[config.mk]
export PLATFORM = sky130hd
export DESIGN_NAME = hazard_ctrl
export DESIGN_NICKNAME = d
export VERILOG_FILES = /design/src/rtl/hazard_ctrl.sv
export SDC_FILE = /design/constraint.sdc
export NUM_CORES = 1
export LEC_CHECK = 0
export CELL_PAD_IN_SITES_DETAIL_PLACEMENT = 2
export CELL_PAD_IN_SITES_GLOBAL_PLACEMENT = 2
export CORE_ASPECT_RATIO = 0.7
export CORE_MARGIN = 5
export CORE_UTILIZATION = 34
export CTS_CLUSTER_DIAMETER = 50
export CTS_CLUSTER_SIZE = 16
export DETAILED_ROUTE_END_ITERATION = 8
export GPL_ROUTABILITY_DRIVEN = 0
export PLACE_DENSITY_LB_ADDON = 0.1
export SYNTH_ARGS = -nofsm -noshare
export SYNTH_HDL_FRONTEND = slang
export SYNTH_SLANG_ARGS = --single-unit
[constraint.sdc]
create_clock -name clk -period 2.3 [get_ports clk]
set_clock_uncertainty 0.05 [all_clocks]
set_input_delay 0.345 -clock clk [delete_from_list [all_inputs] [get_ports clk]]
set_output_delay 0.345 -clock clk [all_outputs]
set_load 0.05 [all_outputs]
[src/rtl/hazard_ctrl.sv]
// Pipeline hazard controller: tracks the EX/MEM/WB destinations and produces
// stall/bubble/flush/freeze controls, EX operand-forwarding selects and a stall counter.
module hazard_ctrl #(
  parameter int CNT_W = 16
) (
  input  logic             clk,
  input  logic             rst_n,
  input  logic             id_valid,
  input  logic [4:0]       id_rs1,
  input  logic [4:0]       id_rs2,
  input  logic             id_uses_rs1,
  input  logic             id_uses_rs2,
  input  logic [4:0]       id_rd,
  input  logic             id_reg_write,
  input  logic             id_mem_read,
  input  logic             ex_branch_taken,
  input  logic             mem_stall,
  output logic             stall_if,
  output logic             bubble_idex,
  output logic             flush_ifid,
  output logic             freeze_all,
  output logic [1:0]       fwd_a_sel,
  output logic [1:0]       fwd_b_sel,
  output logic [CNT_W-1:0] stall_cnt
);

  localparam logic [1:0] FWD_RF  = 2'b00;
  localparam logic [1:0] FWD_MEM = 2'b01;
  localparam logic [1:0] FWD_WB  = 2'b10;

  logic             ex_valid_q, ex_valid_d;
  logic [4:0]       ex_rd_q, ex_rd_d, ex_rs1_q, ex_rs1_d, ex_rs2_q, ex_rs2_d;
  logic             ex_reg_write_q, ex_reg_write_d, ex_mem_read_q, ex_mem_read_d;
  logic             ex_uses_rs1_q, ex_uses_rs1_d, ex_uses_rs2_q, ex_uses_rs2_d;
  logic             mem_valid_q, mem_valid_d, mem_reg_write_q, mem_reg_write_d;
  logic             mem_mem_read_q, mem_mem_read_d;
  logic [4:0]       mem_rd_q, mem_rd_d;
  logic             wb_valid_q, wb_valid_d, wb_reg_write_q, wb_reg_write_d;
  logic [4:0]       wb_rd_q, wb_rd_d;
  logic [CNT_W-1:0] stall_cnt_q, stall_cnt_d;
  // Outputs stay quiet until the first edge after reset release.
  logic             out_en_q;
  logic             load_use;

  function automatic logic hit(input logic v, input logic rw,
                               input logic [4:0] rd, input logic [4:0] src);
    return v & rw & (rd != 5'd0) & (rd == src);
  endfunction

  function automatic logic [1:0] fwd_sel(input logic used, input logic [4:0] src,
      input logic ex_v, input logic mem_v, input logic mem_rw, input logic mem_ld,
      input logic [4:0] mem_rd, input logic wb_v, input logic wb_rw, input logic [4:0] wb_rd);
    if (!ex_v || !used)                          return FWD_RF;
    if (hit(mem_v, mem_rw, mem_rd, src) && !mem_ld) return FWD_MEM;
    if (hit(wb_v, wb_rw, wb_rd, src))            return FWD_WB;
    return FWD_RF;
  endfunction

  always_comb begin
    // NOTE: every combinational output gets a default first so no latch is inferred.
    stall_if    = 1'b0;
    bubble_idex = 1'b0;
    flush_ifid  = 1'b0;
    freeze_all  = 1'b0;
    load_use = id_valid & ex_mem_read_q &
               ((id_uses_rs1 & hit(ex_valid_q, ex_reg_write_q, ex_rd_q, id_rs1)) |
                (id_uses_rs2 & hit(ex_valid_q, ex_reg_write_q, ex_rd_q, id_rs2)));
    if (out_en_q) begin
      if (mem_stall) begin
        freeze_all = 1'b1;
      end else if (ex_branch_taken) begin
        flush_ifid  = 1'b1;
        bubble_idex = 1'b1;
      end else if (load_use) begin
        stall_if    = 1'b1;
        bubble_idex = 1'b1;
      end
    end
    fwd_a_sel = fwd_sel(ex_uses_rs1_q, ex_rs1_q, ex_valid_q, mem_valid_q, mem_reg_write_q,
                        mem_mem_read_q, mem_rd_q, wb_valid_q, wb_reg_write_q, wb_rd_q);
    fwd_b_sel = fwd_sel(ex_uses_rs2_q, ex_rs2_q, ex_valid_q, mem_valid_q, mem_reg_write_q,
                        mem_mem_read_q, mem_rd_q, wb_valid_q, wb_reg_write_q, wb_rd_q);
  end

  always_comb begin
    ex_valid_d = ex_valid_q;  ex_rd_d = ex_rd_q;  ex_rs1_d = ex_rs1_q;  ex_rs2_d = ex_rs2_q;
    ex_reg_write_d = ex_reg_write_q;  ex_mem_read_d = ex_mem_read_q;
    ex_uses_rs1_d = ex_uses_rs1_q;    ex_uses_rs2_d = ex_uses_rs2_q;
    mem_valid_d = mem_valid_q;  mem_rd_d = mem_rd_q;
    mem_reg_write_d = mem_reg_write_q;  mem_mem_read_d = mem_mem_read_q;
    wb_valid_d = wb_valid_q;  wb_rd_d = wb_rd_q;  wb_reg_write_d = wb_reg_write_q;
    stall_cnt_d = stall_cnt_q;
    if (!mem_stall) begin
      wb_valid_d      = mem_valid_q;
      wb_rd_d         = mem_rd_q;
      wb_reg_write_d  = mem_reg_write_q;
      mem_valid_d     = ex_valid_q;
      mem_rd_d        = ex_rd_q;
      mem_reg_write_d = ex_reg_write_q;
      mem_mem_read_d  = ex_mem_read_q;
      ex_valid_d      = id_valid & ~bubble_idex;
      ex_rd_d         = id_rd;
      ex_rs1_d        = id_rs1;
      ex_rs2_d        = id_rs2;
      ex_reg_write_d  = id_reg_write;
      ex_mem_read_d   = id_mem_read;
      ex_uses_rs1_d   = id_uses_rs1;
      ex_uses_rs2_d   = id_uses_rs2;
      if ((stall_if | bubble_idex) && (stall_cnt_q != {CNT_W{1'b1}}))
        stall_cnt_d = stall_cnt_q + CNT_W'(1);
    end
  end

  // NOTE: sequential state uses non-blocking assignments so all flops update together.
  always_ff @(posedge clk or negedge rst_n) begin
    if (!rst_n) begin
      out_en_q <= 1'b0;
      ex_valid_q <= 1'b0;  ex_rd_q <= '0;  ex_rs1_q <= '0;  ex_rs2_q <= '0;
      ex_reg_write_q <= 1'b0;  ex_mem_read_q <= 1'b0;
      ex_uses_rs1_q <= 1'b0;   ex_uses_rs2_q <= 1'b0;
      mem_valid_q <= 1'b0;  mem_rd_q <= '0;  mem_reg_write_q <= 1'b0;  mem_mem_read_q <= 1'b0;
      wb_valid_q <= 1'b0;   wb_rd_q <= '0;   wb_reg_write_q <= 1'b0;
      stall_cnt_q <= '0;
    end else begin
      out_en_q <= 1'b1;
      ex_valid_q <= ex_valid_d;  ex_rd_q <= ex_rd_d;  ex_rs1_q <= ex_rs1_d;  ex_rs2_q <= ex_rs2_d;
      ex_reg_write_q <= ex_reg_write_d;  ex_mem_read_q <= ex_mem_read_d;
      ex_uses_rs1_q <= ex_uses_rs1_d;    ex_uses_rs2_q <= ex_uses_rs2_d;
      mem_valid_q <= mem_valid_d;  mem_rd_q <= mem_rd_d;
      mem_reg_write_q <= mem_reg_write_d;  mem_mem_read_q <= mem_mem_read_d;
      wb_valid_q <= wb_valid_d;  wb_rd_q <= wb_rd_d;  wb_reg_write_q <= wb_reg_write_d;
      stall_cnt_q <= stall_cnt_d;
    end
  end

  assign stall_cnt = stall_cnt_q;

endmodule

== After elaboration in Yosys (flattened, before gate mapping) ==
Cells that the tools add are included.

* Reductions and logical operators: 13
* Mux-type cells: 36
* Add/sub/neg operators: 1
* Equal/unequal tests: 7
* Bitwise gates (word level): 21

{| class="wikitable"
|+ Operators by type and width
! kind !! number
|-
| == test 5 bit || 6
|-
| two-way mux 1 bit || 24
|-
| two-way mux 2 bit || 12
|-
| bitwise AND 1 bit || 17
|-
| adder 16 x 1 -> 16 bit (second input constant) || 1
|-
| inequality test 16 bit (second input constant) || 1
|-
| nonzero test 5 bit || 3
|-
| zero test 1 bit || 4
|-
| logical AND 1 bit || 3
|-
| logical OR 1 bit || 2
|-
| NOT 1 bit || 2
|-
| bitwise OR 1 bit || 2
|-
| AND reduction 2 bit || 1
|}

* Input bits: 24
* Output and inout port bits: 24
* Register bits after elaboration: 52
* Word-level logic and storage cells: 95

== Logic depth before layout (Yosys ltp) ==
Gate-level depths: netlist of the first run.

* Depth after elaboration: 13
* Mapped depth: 8
* Depth with buffers taken out: 7

== Worst setup path after synthesis of the first run ==
Ideal clock, no wire load.

* Kind: reg-to-output
* Start: register mem_rd_q[1]
* End: output fwd_a_sel[1]
* Data arrival time: 2755 ps
* Path buffers: 0
* Stages on the path, launching flop included: 7
* Slack: -850 ps
* Data required time: 1905 ps
* Path through: dfrtp_1 > or4_1 > nor2_1 > nor3_1 > nand4_1 > nor3_1 > nor4_1

* Word-level cells in the longest chain between the ends: 9
* Elaborated cells on any way between the ends: 12
* Classes of those cells: eq/ne (1); mux (7); bitwise (2); reduce/logical (2)

{| class="wikitable"
|+ Ends and longest elaborated chain
! what !! line !! RTL
|-
| start, declared || 37 || <nowiki>logic [4:0] mem_rd_q, mem_rd_d;</nowiki>
|-
| start signal, assigned || 129 || <nowiki>mem_valid_q <= mem_valid_d; mem_rd_q <= mem_rd_d;</nowiki>
|-
| nonzero test 5 bit || 47 || <nowiki>return v & rw & (rd != 5'd0) & (rd == src);</nowiki>
|-
| bitwise AND 1 bit || 47 ||
|-
| bitwise AND 1 bit (*) || 47 ||
|-
| logical AND 1 bit (*) || 54 || <nowiki>if (hit(mem_v, mem_rw, mem_rd, src) && !mem_ld) return FWD_MEM;</nowiki>
|-
| two-way mux 2 bit || 54 ||
|-
| two-way mux 2 bit || 55 || <nowiki>if (hit(wb_v, wb_rw, wb_rd, src)) return FWD_WB;</nowiki>
|-
| two-way mux 2 bit || 56 || <nowiki>return FWD_RF;</nowiki>
|-
| two-way mux 2 bit (*) || 55 ||
|-
| two-way mux 2 bit (*) || 54 ||
|-
| end, declared || 22 || <nowiki>output logic [1:0] fwd_a_sel,</nowiki>
|}

Every way passes the cells marked *; elsewhere a longest branch is shown, timed or not. The select of a mux whose other input is x is not followed.

== Worst setup path in the final report of the first run ==
* Start: register mem_rd_q[3]
* End: output fwd_a_sel[1]

Same word-level chain as after synthesis.

==> flow_metrics.env, run 1 <==
export IMPL_die_h_um=82.7
export IMPL_cts_tree="done"
export IMPL_htree_num_levels=2
export IMPL_synth_area_um2=2560
export IMPL_area_growth_pct=45.2
export IMPL_rsz0062_at_grt="true"
export IMPL_outcome="finished, violations left"
export IMPL_coreArea_um2=7320
export IMPL_vias=1915
export IMPL_grt_pass1_vias=2208
export IMPL_power_density_nw_per_um2=708
export IMPL_cts_root_buf="clkbuf_8"
export IMPL_rr_worst_depth=9
export IMPL_synth_xor_area_frac=0.143
export IMPL_reg2reg_from="ex_rd_q[1]"
export IMPL_n_fill_cell=728
export IMPL_io_pins=48
export IMPL_report_final_slew_viol_count=0
export IMPL_violations="setup timing"
export IMPL_drc=0
export IMPL_synthAdderAreaFrac=0.00488
export IMPL_synth_top_cell_area_share=0.508
export IMPL_cp_required_ns=1.90
export IMPL_path_class="reg2out"
export IMPL_antenna_found_initial=0
export IMPL_muxShareOfSynthArea=0.155
export IMPL_arrival_ns=2.15
export IMPL_yosys_register_bits=52
export IMPL_multi_input_area_um2=1380
export IMPL_min_period_over_period=1.11
export IMPL_switching_share=0.322
export IMPL_peakVddDrop_mv=0.566
export IMPL_dp_cells=376
export IMPL_power_net_switching_mw=0.849
export IMPL_grt_first_pass_wirelength_mm=12.4
export IMPL_drtAntennaViolNets=0
export IMPL_routed_via_density=4.92
export IMPL_synth_edff_count=0
export IMPL_hold_viol=0
export IMPL_hold_path_end="ex_rs2_q[2]"
export IMPL_drtPass1Iterations=4
export IMPL_p_leak_nw=1.59
export IMPL_postSynthCellCount=214
export IMPL_fmax_ghz=0.393
export IMPL_detail_route_wl_per_cell_um=19.9
export IMPL_grt_max_degree=53
export IMPL_pwr_share_seq=0.445
export IMPL_clock_power_share=0.261
export IMPL_layout_min_cycle_time_ns=2.54
export IMPL_slew_headroom=0.656
export IMPL_synth_top_family_by_area="multiplexers"
export IMPL_avgSynthCellArea_um2=12.0
export IMPL_worstMarginPinSlew_ns=0.515
export IMPL_num_rows=26
export IMPL_numPortBuffers=47
export IMPL_final_instance_count_excl_fill=389
export IMPL_end_kind="primary output"
export IMPL_maxCapViolCount=0
export IMPL_synth_compound_area_frac=0.0307
export IMPL_yosysMostFrequentCell="dfrtp_1"
export IMPL_setup_viol=2
export IMPL_finish_utilization=0.509
export IMPL_synthesis_nets=239
export IMPL_ys_warn_count=0
export IMPL_fp_dieArea_um2=9400
export IMPL_diodes=0
export IMPL_die_x_um=114
export IMPL_synth_top_area_cell="dfrtp_1"
export IMPL_synthFlopType="dfrtp_1"
export IMPL_ys_seq_area_frac=0.508
export IMPL_ff_latch_area_um2=1300
export IMPL_wl_mm=7.76
export IMPL_drive_gt1_frac=0.364
export IMPL_place_hpwl_mm=5.55
export IMPL_clkTransAtPathRegs_ns=0.09
export IMPL_internal_power_mw=1.79
export IMPL_cts_sinks=52
export IMPL_clock_latency_ns=0.30
export IMPL_grt_usage=0.173
export IMPL_p_comb_frac=0.294
export IMPL_numCtsBuffers=5
export IMPL_initial_core_util=0.350
export IMPL_r2r_end="stall_cnt[1]"
export IMPL_cp_start_kind="flip-flop"
export IMPL_path_max_fanout=2
export IMPL_rrSetupSlack_ns=0.08
export IMPL_hp_class="in2reg"
export IMPL_nets=315
export IMPL_grt_ovfl_total=0
export IMPL_ys_types=36
export IMPL_synthTopCellsByArea="dfrtp_1, mux2_2, xor2_1"
export IMPL_worst_slack_ns=-0.245
export IMPL_clk_path_buf_depth=2
export IMPL_drtIter0Drc=63
export IMPL_worstHoldStart="id_rs2[2]"
export IMPL_synth_async_reset_ratio=1.00
export IMPL_holdPathStages=2
export IMPL_yosys_area_share_simple=0.140
export IMPL_synth_common_cells="dfrtp_1, mux2_2, xor2_1"
-- layout make-up --
type,count,share of cell area
well taps,98,0.0329
inverters,3,0.00302
repair buffers,75,0.210
clock buffers,7,0.0259
clock inverters,1,0.00806
flip-flops and latches,52,0.349
multi-input cells,153,0.371
-- cell families after synthesis --
family                   Yosys count
flip-flops                        52
AO/OA/AOI/OAI                      9
multiplexers                      35
adder cells (fa/ha/maj)            1
other                              1
buffers and inverters              9
XOR/XNOR                          42
AND/OR/NAND/NOR                   65
-- registers in the layout, indices dropped and copies added (netlist names) --
signal,count
ex_mem_read_q,1
ex_rd_q,5
ex_reg_write_q,1
ex_rs1_q,5
ex_rs2_q,5
ex_uses_rs1_q,1
ex_uses_rs2_q,1
ex_valid_q,1
mem_mem_read_q,1
mem_rd_q,5
mem_reg_write_q,1
mem_valid_q,1
out_en_q,1
stall_cnt,16
wb_rd_q,5
wb_reg_write_q,1
wb_valid_q,1
-- routing by layer --
metal,vias up,share of wire,GRT usage
met4,0,0.0070,0.0344
li1,901,-,-
met1,976,0.49,0.242
met2,34,0.48,0.284
met3,4,0.023,0.0335
met5,-,0,0
-- worst max path at each step --
| stage | startpoint | end | slack [ns] | depth (start not counted) |
|---|---|---|---|---|
| floorplan | mem_rd_q[1] | fwd_a_sel[1] | -0.30 | 6 |
| global placement | id_rs1[2] | bubble_idex | -0.16 | 8 |
| detailed placement | id_rs1[4] | bubble_idex | -0.25 | 8 |
| CTS | mem_rd_q[3] | fwd_a_sel[1] | -0.24 | 7 |
| global route | mem_rd_q[3] | fwd_a_sel[1] | -0.36 | 7 |
| finish | mem_rd_q[3] | fwd_a_sel[1] | -0.24 | 7 |
-- power groups by stage --
| stage | Sequential, mW | Clock [mW] | Combinational, mW |
|---|---|---|---|
| after floorplan | 1.29 | 0 | 0.281 |
| after global placement | 1.18 | 0 | 0.697 |
| after detailed placement | 1.18 | 0 | 0.719 |
| after CTS | 1.17 | 0.711 | 0.766 |
| after global routing | 1.20 | 0.762 | 0.829 |
| final | 1.17 | 0.687 | 0.776 |
-- critical path, stage by stage (launching register included) --
cell,delay [ns]
dfrtp_1,0.39
or4_4,0.57
nor2_4,0.10
nor3_2,0.06
nand4_1,0.12
nor3_1,0.08
nor4_2,0.19
bufbuf_16,0.33
-- per-stage QoR --
step / setup slack [ns] / setup TNS (ns) / hold WS (ns) / area, um2 / power, mW
floorplan: -0.300 / -0.300 / -0.000591 / 2580 / 1.57
global placement: -0.156 / -0.258 / 0.312 / 3390 / 1.87
detailed placement: -0.248 / -1.42 / 0.315 / 3390 / 1.90
CTS: -0.238 / -0.456 / 0.432 / 3650 / 2.65
global route: -0.358 / -0.736 / 0.424 / 3720 / 2.79
finish: -0.245 / -0.393 / 0.442 / 3720 / 2.64
-- timing repair --
action,CTS,global route
setup endpoints to repair,5,12
hold buffers,1,0
gates resized for setup,22,14
buffers inserted,4,1
pin swaps,11,11
hold endpoints to repair,52,0
-- placed cells by master, fill, tap and decap left out, drive strengths merged, types with 3 or more instances in the layout --
cell type,n
nand4,8
clkbuf,7
dlygate4sd2,4
nand2,15
clkdlybuf4s50,34
and3,4
o21ai,3
mux2,35
inv,3
nor2,8
buf,35
xor2,23
nand3,3
xnor2,19
dfrtp,52
nor3,9
nor4,5
nor3b,3
(Power assumes the default switching activity.)
==> inputs of run 2 (changes only) <==
- ABC_AREA: not set -> 0
==> results of run 2 <==
Final layout, timing and power as in run 1 (identical DEF).
